--- src/rtl/ram_port_arbiter_if.sv ---
// Requester and RAM-side signal bundle for the two-port RAM arbiter.
// The slave modport is the arbiter's view; master is the requester/RAM environment.
interface ram_port_arbiter_if #(
  parameter int data_width = 8,
  parameter int addr_width = 4
);
  logic                  a_req;
  logic                  a_we;
  logic                  a_lock;
  logic [addr_width-1:0] a_addr;
  logic [data_width-1:0] a_wdata;
  logic                  a_gnt;
  logic                  a_rvalid;
  logic [data_width-1:0] a_rdata;

  logic                  b_req;
  logic                  b_we;
  logic                  b_lock;
  logic [addr_width-1:0] b_addr;
  logic [data_width-1:0] b_wdata;
  logic                  b_gnt;
  logic                  b_rvalid;
  logic [data_width-1:0] b_rdata;

  logic                  ram_we;
  logic [addr_width-1:0] ram_addr;
  logic [data_width-1:0] ram_din;
  logic [data_width-1:0] ram_dout;

  modport slave (
    input  a_req, a_we, a_lock, a_addr, a_wdata,
    output a_gnt, a_rvalid, a_rdata,
    input  b_req, b_we, b_lock, b_addr, b_wdata,
    output b_gnt, b_rvalid, b_rdata,
    output ram_we, ram_addr, ram_din,
    input  ram_dout
  );

  modport master (
    output a_req, a_we, a_lock, a_addr, a_wdata,
    input  a_gnt, a_rvalid, a_rdata,
    output b_req, b_we, b_lock, b_addr, b_wdata,
    input  b_gnt, b_rvalid, b_rdata,
    input  ram_we, ram_addr, ram_din,
    output ram_dout
  );
endinterface

--- src/rtl/ram_port_arbiter.sv ---
// Round-robin arbiter sharing one single-port RAM between ports A and B,
// with optional bus locking bounded by MAX_BURST beats under contention.
module ram_port_arbiter #(
  parameter int data_width = 8,
  parameter int addr_width = 4,
  parameter int MAX_BURST  = 4
) (
  input logic              clk,
  input logic              rst,
  ram_port_arbiter_if.slave bus
);

  typedef enum logic [1:0] {IDLE, OWN_A, OWN_B} state_t;
  typedef enum logic {PORT_A, PORT_B} port_t;

  localparam int CW = (MAX_BURST < 1) ? 1 : $clog2(MAX_BURST + 1);
  localparam logic [CW-1:0] BURST_MAX = CW'(MAX_BURST);

  state_t          state, state_n;
  port_t           last, last_n;
  logic [CW-1:0]   beat_cnt, beat_cnt_n;
  logic            gnt_a, gnt_b;
  logic            a_rvalid_q, b_rvalid_q;
  logic            mux_we;
  logic [addr_width-1:0] mux_addr;
  logic [data_width-1:0] mux_din;

  // Plain round-robin pick used in IDLE and when the owner drops its request.
  function automatic logic [1:0] idle_pick(input logic ra, input logic rb, input port_t l);
    logic [1:0] g;
    g = 2'b00;
    if (ra && rb) g = (l == PORT_B) ? 2'b10 : 2'b01;
    else          g = {ra, rb};
    return g;
  endfunction

  always_ff @(posedge clk) begin
    if (rst) begin
      state      <= IDLE;
      last       <= PORT_B;
      beat_cnt   <= '0;
      a_rvalid_q <= 1'b0;
      b_rvalid_q <= 1'b0;
    end else begin
      state      <= state_n;
      last       <= last_n;
      beat_cnt   <= beat_cnt_n;
      a_rvalid_q <= gnt_a & ~bus.a_we;
      b_rvalid_q <= gnt_b & ~bus.b_we;
    end
  end

  // Next-state: any grant re-evaluates ownership from that beat's lock bit.
  always_comb begin
    state_n    = state;
    last_n     = last;
    beat_cnt_n = beat_cnt;
    if (gnt_a) begin
      last_n = PORT_A;
      if (state == OWN_A)
        beat_cnt_n = (beat_cnt < BURST_MAX) ? beat_cnt + 1'b1 : BURST_MAX;
      else
        beat_cnt_n = CW'(1);
      state_n = bus.a_lock ? OWN_A : IDLE;
    end else if (gnt_b) begin
      last_n = PORT_B;
      if (state == OWN_B)
        beat_cnt_n = (beat_cnt < BURST_MAX) ? beat_cnt + 1'b1 : BURST_MAX;
      else
        beat_cnt_n = CW'(1);
      state_n = bus.b_lock ? OWN_B : IDLE;
    end else begin
      state_n = IDLE;
    end
  end

  // Grants and RAM command mux.
  always_comb begin
    gnt_a    = 1'b0;
    gnt_b    = 1'b0;
    mux_we   = 1'b0;
    mux_addr = '0;
    mux_din  = '0;
    if (!rst) begin
      case (state)
        OWN_A: begin
          if (bus.a_req) begin
            if (beat_cnt < BURST_MAX || !bus.b_req) gnt_a = 1'b1;
            else                                    gnt_b = 1'b1;
          end else begin
            {gnt_a, gnt_b} = idle_pick(bus.a_req, bus.b_req, last);
          end
        end
        OWN_B: begin
          if (bus.b_req) begin
            if (beat_cnt < BURST_MAX || !bus.a_req) gnt_b = 1'b1;
            else                                    gnt_a = 1'b1;
          end else begin
            {gnt_a, gnt_b} = idle_pick(bus.a_req, bus.b_req, last);
          end
        end
        default: {gnt_a, gnt_b} = idle_pick(bus.a_req, bus.b_req, last);
      endcase
    end
    if (gnt_a) begin
      mux_we   = bus.a_we;
      mux_addr = bus.a_addr;
      mux_din  = bus.a_wdata;
    end else if (gnt_b) begin
      mux_we   = bus.b_we;
      mux_addr = bus.b_addr;
      mux_din  = bus.b_wdata;
    end
  end

  assign bus.a_gnt    = gnt_a;
  assign bus.b_gnt    = gnt_b;
  assign bus.a_rvalid = a_rvalid_q;
  assign bus.b_rvalid = b_rvalid_q;
  assign bus.a_rdata  = bus.ram_dout;
  assign bus.b_rdata  = bus.ram_dout;
  assign bus.ram_we   = mux_we;
  assign bus.ram_addr = mux_addr;
  assign bus.ram_din  = mux_din;

endmodule

--- src/flat_wrapper.sv ---
// flat-port wrapper written by rule: the top's interface ports become plain ports
module ram_port_arbiter_flat 
#(
  parameter int data_width = 8,
  parameter int addr_width = 4,
  parameter int MAX_BURST  = 4
)
  (clk, rst, bus_a_req, bus_a_we, bus_a_lock, bus_a_addr, bus_a_wdata, bus_a_gnt, bus_a_rvalid, bus_a_rdata, bus_b_req, bus_b_we, bus_b_lock, bus_b_addr, bus_b_wdata, bus_b_gnt, bus_b_rvalid, bus_b_rdata, bus_ram_we, bus_ram_addr, bus_ram_din, bus_ram_dout);
  ram_port_arbiter_if #(.data_width(data_width), .addr_width(addr_width)) bus_i ();
  input logic clk;
  input logic rst;
  input wire logic [$bits(bus_i.a_req)-1:0] bus_a_req;
  input wire logic [$bits(bus_i.a_we)-1:0] bus_a_we;
  input wire logic [$bits(bus_i.a_lock)-1:0] bus_a_lock;
  input wire logic [$bits(bus_i.a_addr)-1:0] bus_a_addr;
  input wire logic [$bits(bus_i.a_wdata)-1:0] bus_a_wdata;
  output wire logic [$bits(bus_i.a_gnt)-1:0] bus_a_gnt;
  output wire logic [$bits(bus_i.a_rvalid)-1:0] bus_a_rvalid;
  output wire logic [$bits(bus_i.a_rdata)-1:0] bus_a_rdata;
  input wire logic [$bits(bus_i.b_req)-1:0] bus_b_req;
  input wire logic [$bits(bus_i.b_we)-1:0] bus_b_we;
  input wire logic [$bits(bus_i.b_lock)-1:0] bus_b_lock;
  input wire logic [$bits(bus_i.b_addr)-1:0] bus_b_addr;
  input wire logic [$bits(bus_i.b_wdata)-1:0] bus_b_wdata;
  output wire logic [$bits(bus_i.b_gnt)-1:0] bus_b_gnt;
  output wire logic [$bits(bus_i.b_rvalid)-1:0] bus_b_rvalid;
  output wire logic [$bits(bus_i.b_rdata)-1:0] bus_b_rdata;
  output wire logic [$bits(bus_i.ram_we)-1:0] bus_ram_we;
  output wire logic [$bits(bus_i.ram_addr)-1:0] bus_ram_addr;
  output wire logic [$bits(bus_i.ram_din)-1:0] bus_ram_din;
  input wire logic [$bits(bus_i.ram_dout)-1:0] bus_ram_dout;
  assign bus_i.a_req = bus_a_req;
  assign bus_i.a_we = bus_a_we;
  assign bus_i.a_lock = bus_a_lock;
  assign bus_i.a_addr = bus_a_addr;
  assign bus_i.a_wdata = bus_a_wdata;
  assign bus_a_gnt = bus_i.a_gnt;
  assign bus_a_rvalid = bus_i.a_rvalid;
  assign bus_a_rdata = bus_i.a_rdata;
  assign bus_i.b_req = bus_b_req;
  assign bus_i.b_we = bus_b_we;
  assign bus_i.b_lock = bus_b_lock;
  assign bus_i.b_addr = bus_b_addr;
  assign bus_i.b_wdata = bus_b_wdata;
  assign bus_b_gnt = bus_i.b_gnt;
  assign bus_b_rvalid = bus_i.b_rvalid;
  assign bus_b_rdata = bus_i.b_rdata;
  assign bus_ram_we = bus_i.ram_we;
  assign bus_ram_addr = bus_i.ram_addr;
  assign bus_ram_din = bus_i.ram_din;
  assign bus_i.ram_dout = bus_ram_dout;
  ram_port_arbiter #(.data_width(data_width), .addr_width(addr_width), .MAX_BURST(MAX_BURST)) u_core (.clk(clk), .rst(rst), .bus(bus_i));
endmodule
--- config.mk ---
export PLATFORM = sky130hd
export DESIGN_NAME = ram_port_arbiter_flat
export DESIGN_NICKNAME = d
export VERILOG_FILES = /design/src/rtl/ram_port_arbiter_if.sv /design/src/rtl/ram_port_arbiter.sv /design/src/flat_wrapper.sv
export SDC_FILE = /design/constraint.sdc
export NUM_CORES = 1
export LEC_CHECK = 0
export ABC_CLOCK_PERIOD_IN_PS = 4100
export BUFFER_PORTS_ARGS = -buffer_cell sky130_fd_sc_hd__buf_2
export CORE_MARGIN = 2
export CORE_UTILIZATION = 39
export CTS_CLUSTER_DIAMETER = 200
export DETAILED_ROUTE_END_ITERATION = 10
export PLACE_DENSITY = 0.82
export SYNTH_ARGS = -nofsm -noshare
export SYNTH_HDL_FRONTEND = slang
export SYNTH_SLANG_ARGS = --single-unit
--- constraint.sdc ---
create_clock -name clk -period 4.1 [get_ports clk]
set_input_delay 0.615 -clock clk [delete_from_list [all_inputs] [get_ports clk]]
set_output_delay 0.615 -clock clk [all_outputs]
set_load 0.02 [all_outputs]
==> reports/metrics.yaml, run 1 <==
status: "completed"
ys_top_cells_by_count: "buf_4 (17), a22o_1 (13), dfxtp_1 (8)"
cts_buffers: 3
timing.final.ws_setup_ps: 918
drc_errors: 0
cts_tree: "built"
post_drt_wl_per_cell_um: 11.7
seq_area_sq_um: 160
worst_pin_slew_ps: 838
p_total_mw: 0.252
grt_pass1_wl_mm: 2.45
hold_buffers: 0
row_count: 16
cts-root-buf: "clkbuf_4"
fin_tns_setup_ps: 0
drt-total-wl_mm: 1.71
hold_viol: 0
dp_cells: 143
ir_drop_mv: 0.145
drt_iter0_markers: 7
fillers: 188
htree_levels: 1
layout_min_cycle_time_ps: 3180
synth_top_cell_by_area: "dfxtp_1"
grt_pass1_vias: 654
clk_pin_slew_worst_paths_ps: 60
fin_worst_skew_ps: 4.82
max_freq_mhz: 314
synthesis.nets: 130
final_area_sq_um: 917
critPathKind: "flop to output pin"
cts_resized: 0
antenna_cells: 0
relSlewSlack_pct: 43.9
vias: 739
final_max_slew_viol_count: 0
p_leak_nw: 0.459
io_pins: 73
synthToLayoutAreaGrowth_pct: 20.0
worstSkewPairLatency_ps: 260
first_pass_iters: 4
seq_area_frac_synth_pct: 20.9
endpoint_kind: "output pin"
grt-ovfl-total: 0
instances_no_fill: 146
crit_arrival_ps: 2570
dieArea_sq_um: 2330
worstPathRequired_ps: 3480
coreArea_sq_um: 1900
synth_edf_count: 0
holdPathStages: 2
clockBufferDepth: 2
dp_hpwl_mm: 1.43
synth_area_sq_um: 764
cp-start-kind: "flop"
fp.dieW_um: 48.3
postRouteAntennaNets: 0
async_flop_share_pct: 0
port_buffers: 48
nNetsFinal: 164
synth_area_per_cell_sq_um: 8.79
post-cts-setup-buffers: 0
reg2reg_from: "u_core.state[0]"
r2r_cells: 7
syn-instance-count: 87
ys.flop_type: "dfxtp_1"
die_h_um: 48.3
fin_crit_sh_pct: 77.6
synth_warnings: 0
antenna_found_initial: 0
drv_cap: 0
multi_input_area_sq_um: 442
cts_sinks: 8
grt_usage_pct: 14.9
place.gp.congestion: 0.768
ys_ff_latch: 8
initial_core_util_pct: 40.2
hold_class: "input port to flop"
r2r-end: "u_core.beat_cnt[2]"
via_per_inst: 5.06
ys_top_cells_by_area: "dfxtp_1 (21%), buf_4 (17%), a22o_1 (15%)"
rrSetupSlack_ps: 1720
power.density_nw_per_um2: 275
yosysMostFrequentCell: "buf_4"
grt_max_degree: 24
hold_end: "u_core.bus.b_rvalid"
dpl_cell_area_sq_um: 895
drive_gt1_share_pct: 50.4
synth_top_cell_area_share_pct: 20.9
dp_slack_ps: 1120
setup_viol: 0
rsz0062_at_grt: "no"
ys_types: 33
crit_path_max_fanout: 23
min_from: "bus_b_we"
[worst max path at each step]
stage	cells past startpoint	slack, ps	from	to
after global placement	7	1190	rst	bus_ram_din[0]
after detailed placement	7	1120	rst	bus_ram_din[4]
final	8	920	u_core.state[0]	bus_ram_din[4]
after floorplan	8	1660	u_core.state[0]	bus_ram_addr[1]
after CTS	8	910	u_core.state[0]	bus_ram_din[4]
after global routing	8	710	u_core.state[0]	bus_ram_din[7]
[final cells by class]
type / instances / area share (%)
multi-input cells: 55 / 48.2
repair buffers: 48 / 26.2
flip-flops and latches: 8 / 17.5
well taps: 27 / 3.68
clock buffers: 3 / 2.46
inverters: 5 / 2.05
[worst max-delay path, cell delays in order, from the launching register on]
cell and delay [ps]:
dfxtp_1 330, inv_1 50, ha_1 410, inv_1 100, o2111a_1 190, nor3_4 650, nor3_4 170, a22o_1 240
buf_2 160
[layout by cell type (no fill, tap or decap)]
master and n:
o21ai_1 1, o211ai_1 1, a31o_2 1, nand3b_1 1, or3b_1 1, ha_1 3, o21ai_2 1, nor2_1 2
clkbuf_4 3, a21oi_1 3, nor3_1 4, a2111oi_2 1, mux2i_1 1, o2bb2ai_1 1, buf_2 48, and2_1 2
a21bo_2 1, nor2_2 1, nand3_1 1, nand2_1 6, inv_1 5, a2bb2oi_1 1, nand3b_4 1, a22o_1 13
nor3_2 1, nor4_1 1, o2111a_1 1, nor3_4 2, o2111ai_1 1, a211oi_1 1, nor2b_1 1, dfxtp_1 8
[per-layer routing]
layer	GRT usage [%]	wire (um)	part of all wire (%)
met1	15.8	629	37
met2	27.9	929	54
met3	1.48	127	7.4
met4	8.65	17	1.0
met5	0	0	0
[flip-flops by register name, indices dropped and copies added, names as in the netlist]
register / cells
u_core.bus.b_rvalid: 1
u_core.bus.a_rvalid: 1
u_core.last: 1
u_core.beat_cnt: 3
u_core.state: 2
[metrics by stage]
step	util (%)	hold WS [ps]
3_5_place_dp	47.0	547
2_1_floorplan	-	525
3_3_place_gp	47.0	549
6_report	48.2	533
5_1_grt	48.2	532
4_1_cts	48.2	538
[report_power, final]
part | leakage, nW | internal [mW] | total, mW | switching [mW]
clock | 0.0138 | 0.0337 | 0.0630 | 0.0293
sequential | 0.0654 | 0.0825 | 0.0859 | 0.00340
combinational | 0.380 | 0.0445 | 0.104 | 0.0591
total | 0.459 | 0.161 | 0.252 | 0.0918
[cell families (layout without fill, tap and decap cells)]
family / after synthesis / in the layout / synth area share [%]
DFF: 8 / 8 / 20.9
muxes: 1 / 1 / 1.31
and+or+nand+nor: 24 / 24 / 21.6
adders and majority gates: 3 / 3 / 4.91
buffers and inverters: 24 / 56 / 21.3
AOI/OAI and AO/OA: 27 / 27 / 30.0
Power figures use the tool's default switching activity.
==> run 2: changes to the inputs <==
--- a/config.mk
+++ b/config.mk
@@ -5,13 +5,13 @@
 export SDC_FILE = /design/constraint.sdc
 export NUM_CORES = 1
 export LEC_CHECK = 0
-export ABC_CLOCK_PERIOD_IN_PS = 4100
+export ABC_CLOCK_PERIOD_IN_PS = 2750
 export BUFFER_PORTS_ARGS = -buffer_cell sky130_fd_sc_hd__buf_2
 export CORE_MARGIN = 2
-export CORE_UTILIZATION = 39
+export CORE_UTILIZATION = 32
 export CTS_CLUSTER_DIAMETER = 200
 export DETAILED_ROUTE_END_ITERATION = 10
-export PLACE_DENSITY = 0.82
+export PLACE_DENSITY = 0.72
 export SYNTH_ARGS = -nofsm -noshare
 export SYNTH_HDL_FRONTEND = slang
 export SYNTH_SLANG_ARGS = --single-unit
==> constraint.sdc (replaced) <==
create_clock -name clk -period 2.75 [get_ports clk]
set_input_delay 0.4125 -clock clk [delete_from_list [all_inputs] [get_ports clk]]
set_output_delay 0.4125 -clock clk [all_outputs]
set_load 0.02 [all_outputs]
==> run 2 against run 1 <==
  * Worst hold slack got worse by 180 ps
  * Clock skew shrank 1.6 ps
  * Cell count rose by 2.1%
  * Count of clock-buffer cells in the layout is the same
  * Total power up 51%
  * Flip-flop and latch count stayed put
==> reports/metrics.yaml, run 2 (synthesized netlist as in run 1, its figures left out) <==
mostFrequentLayoutCell: "buf_2"
fin_crit_sh_pct: 92.5
dieArea_sq_um: 2800
place.gp.congestion: 0.980
postRouteAntennaNets: 0
whs_ps: 351
drc_errors: 0
worstSkewPairLatency_ps: 260
multi_input_area_sq_um: 454
worst_pin_slew_ps: 317
ir_drop_mv: 0.217
hold_class: "input port to flop"
worstPathRequired_ps: 2340
coreArea_sq_um: 2230
post-cts-setup-buffers: 0
vias: 774
hold_viol: 0
relSlewSlack_pct: 78.8
drt-total-wl_mm: 1.95
crit_arrival_ps: 2130
final_max_slew_viol_count: 0
cts_sinks: 8
cts-root-buf: "clkbuf_4"
rsz0062_at_grt: "no"
die_h_um: 52.9
crit_path_max_fanout: 14
drv_cap: 0
cts_buffers: 3
antenna_cells: 0
largest_register: "u_core.beat_cnt"
p_leak_nw: 0.471
first_pass_iters: 4
fillers: 231
cts_tree: "built"
htree_levels: 1
seq_area_sq_um: 160
nNetsFinal: 166
drt_iter0_markers: 15
grt-ovfl-total: 0
grt_pass1_wl_mm: 3.17
final_cell_mix: "buf_2 (48), a22o_1 (13), dfxtp_1 (8)"
clockBufferDepth: 2
post_drt_wl_per_cell_um: 13.1
clk_pin_slew_worst_paths_ps: 50
grt_max_degree: 23
grt_usage_pct: 15.2
port_buffers: 48
dp_hpwl_mm: 1.62
grt_pass1_vias: 754
layout_min_cycle_time_ps: 2540
initial_core_util_pct: 34.2
power.density_nw_per_um2: 402
endpoint_kind: "output pin"
setup_viol: 0
cp-start-kind: "flop"
fin_worst_skew_ps: 3.26
drive_gt1_share_pct: 52.1
largest_reg_flops: 3
reg_top3: "u_core.beat_cnt x3, u_core.state x2"
fp.dieW_um: 52.9
row_count: 17
max_freq_mhz: 393
status: "completed"
critPathKind: "flop to output pin"
via_per_inst: 5.19
io_pins: 73
antenna_found_initial: 0
fin_tns_setup_ps: 0
synthToLayoutAreaGrowth_pct: 24.2
-- run 2: area by class of cell --
cell class                 count  share of cell area (%)
clock buffer                   3                    2.37
inverter                       5                    1.98
multi-input combinational     55                    47.8
sequential                     8                    16.9
tap                           28                    3.69
timing repair buffer          50                    27.3
-- run 2: report_power, final --
| group | internal [mW] | leakage (nW) | switching [mW] |
|---|---|---|---|
| clock | 0.0500 | 0.0138 | 0.0403 |
| sequential | 0.123 | 0.0654 | 0.00563 |
| combinational | 0.0721 | 0.392 | 0.0910 |
-- run 2: what timing repair did --
| action | 4_1_cts | 5_1_grt |
|---|---|---|
| endpoints found under the setup margin | 0 | 13 |
| gates resized for setup | 0 | 3 |
| hold buffers | 0 | 0 |
-- run 2: path summary, 6_finish.rpt --
path	start	end	slack, ps	cells after the start
setup / recovery	u_core.state[1]	bus_ram_addr[3]	210	9
hold / removal	bus_a_lock	u_core.state[0]	350	2
setup reg to reg	u_core.state[1]	u_core.beat_cnt[2]	730	8
hold reg to reg	u_core.last	u_core.last	560	2
-- run 2: worst max-delay path, stage by stage (launching register included) --
cell and delay (ps):
dfxtp_1 370, inv_1 60, ha_1 240, nor3_2 320
a31o_2 200, nand3b_4 160, nor3_4 50, buf_6 150
a22o_1 180, buf_2 160
-- run 2: routing by layer --
layer  part of all wire, %  global-route usage, %
met1                    37                   16.7
met2                    50                   27.3
met3                    12                   3.67
met4                   1.2                   6.84
met5                     0                      0
-- run 2: through the flow --
| step | cells | utilization (%) | power (mW) | instance area, sq um | setup slack [ps] |
|---|---|---|---|---|---|
| global placement | 146 | 40.8 | 0.288 | 911 | 419 |
| floorplan | 87 | - | 0.269 | 764 | 510 |
| detailed placement | 146 | 40.8 | 0.291 | 911 | 353 |
| global route | 149 | 42.5 | 0.410 | 950 | 59.0 |
| CTS | 149 | 41.8 | 0.381 | 933 | 67.0 |
| finish | 149 | 42.5 | 0.382 | 950 | 207 |
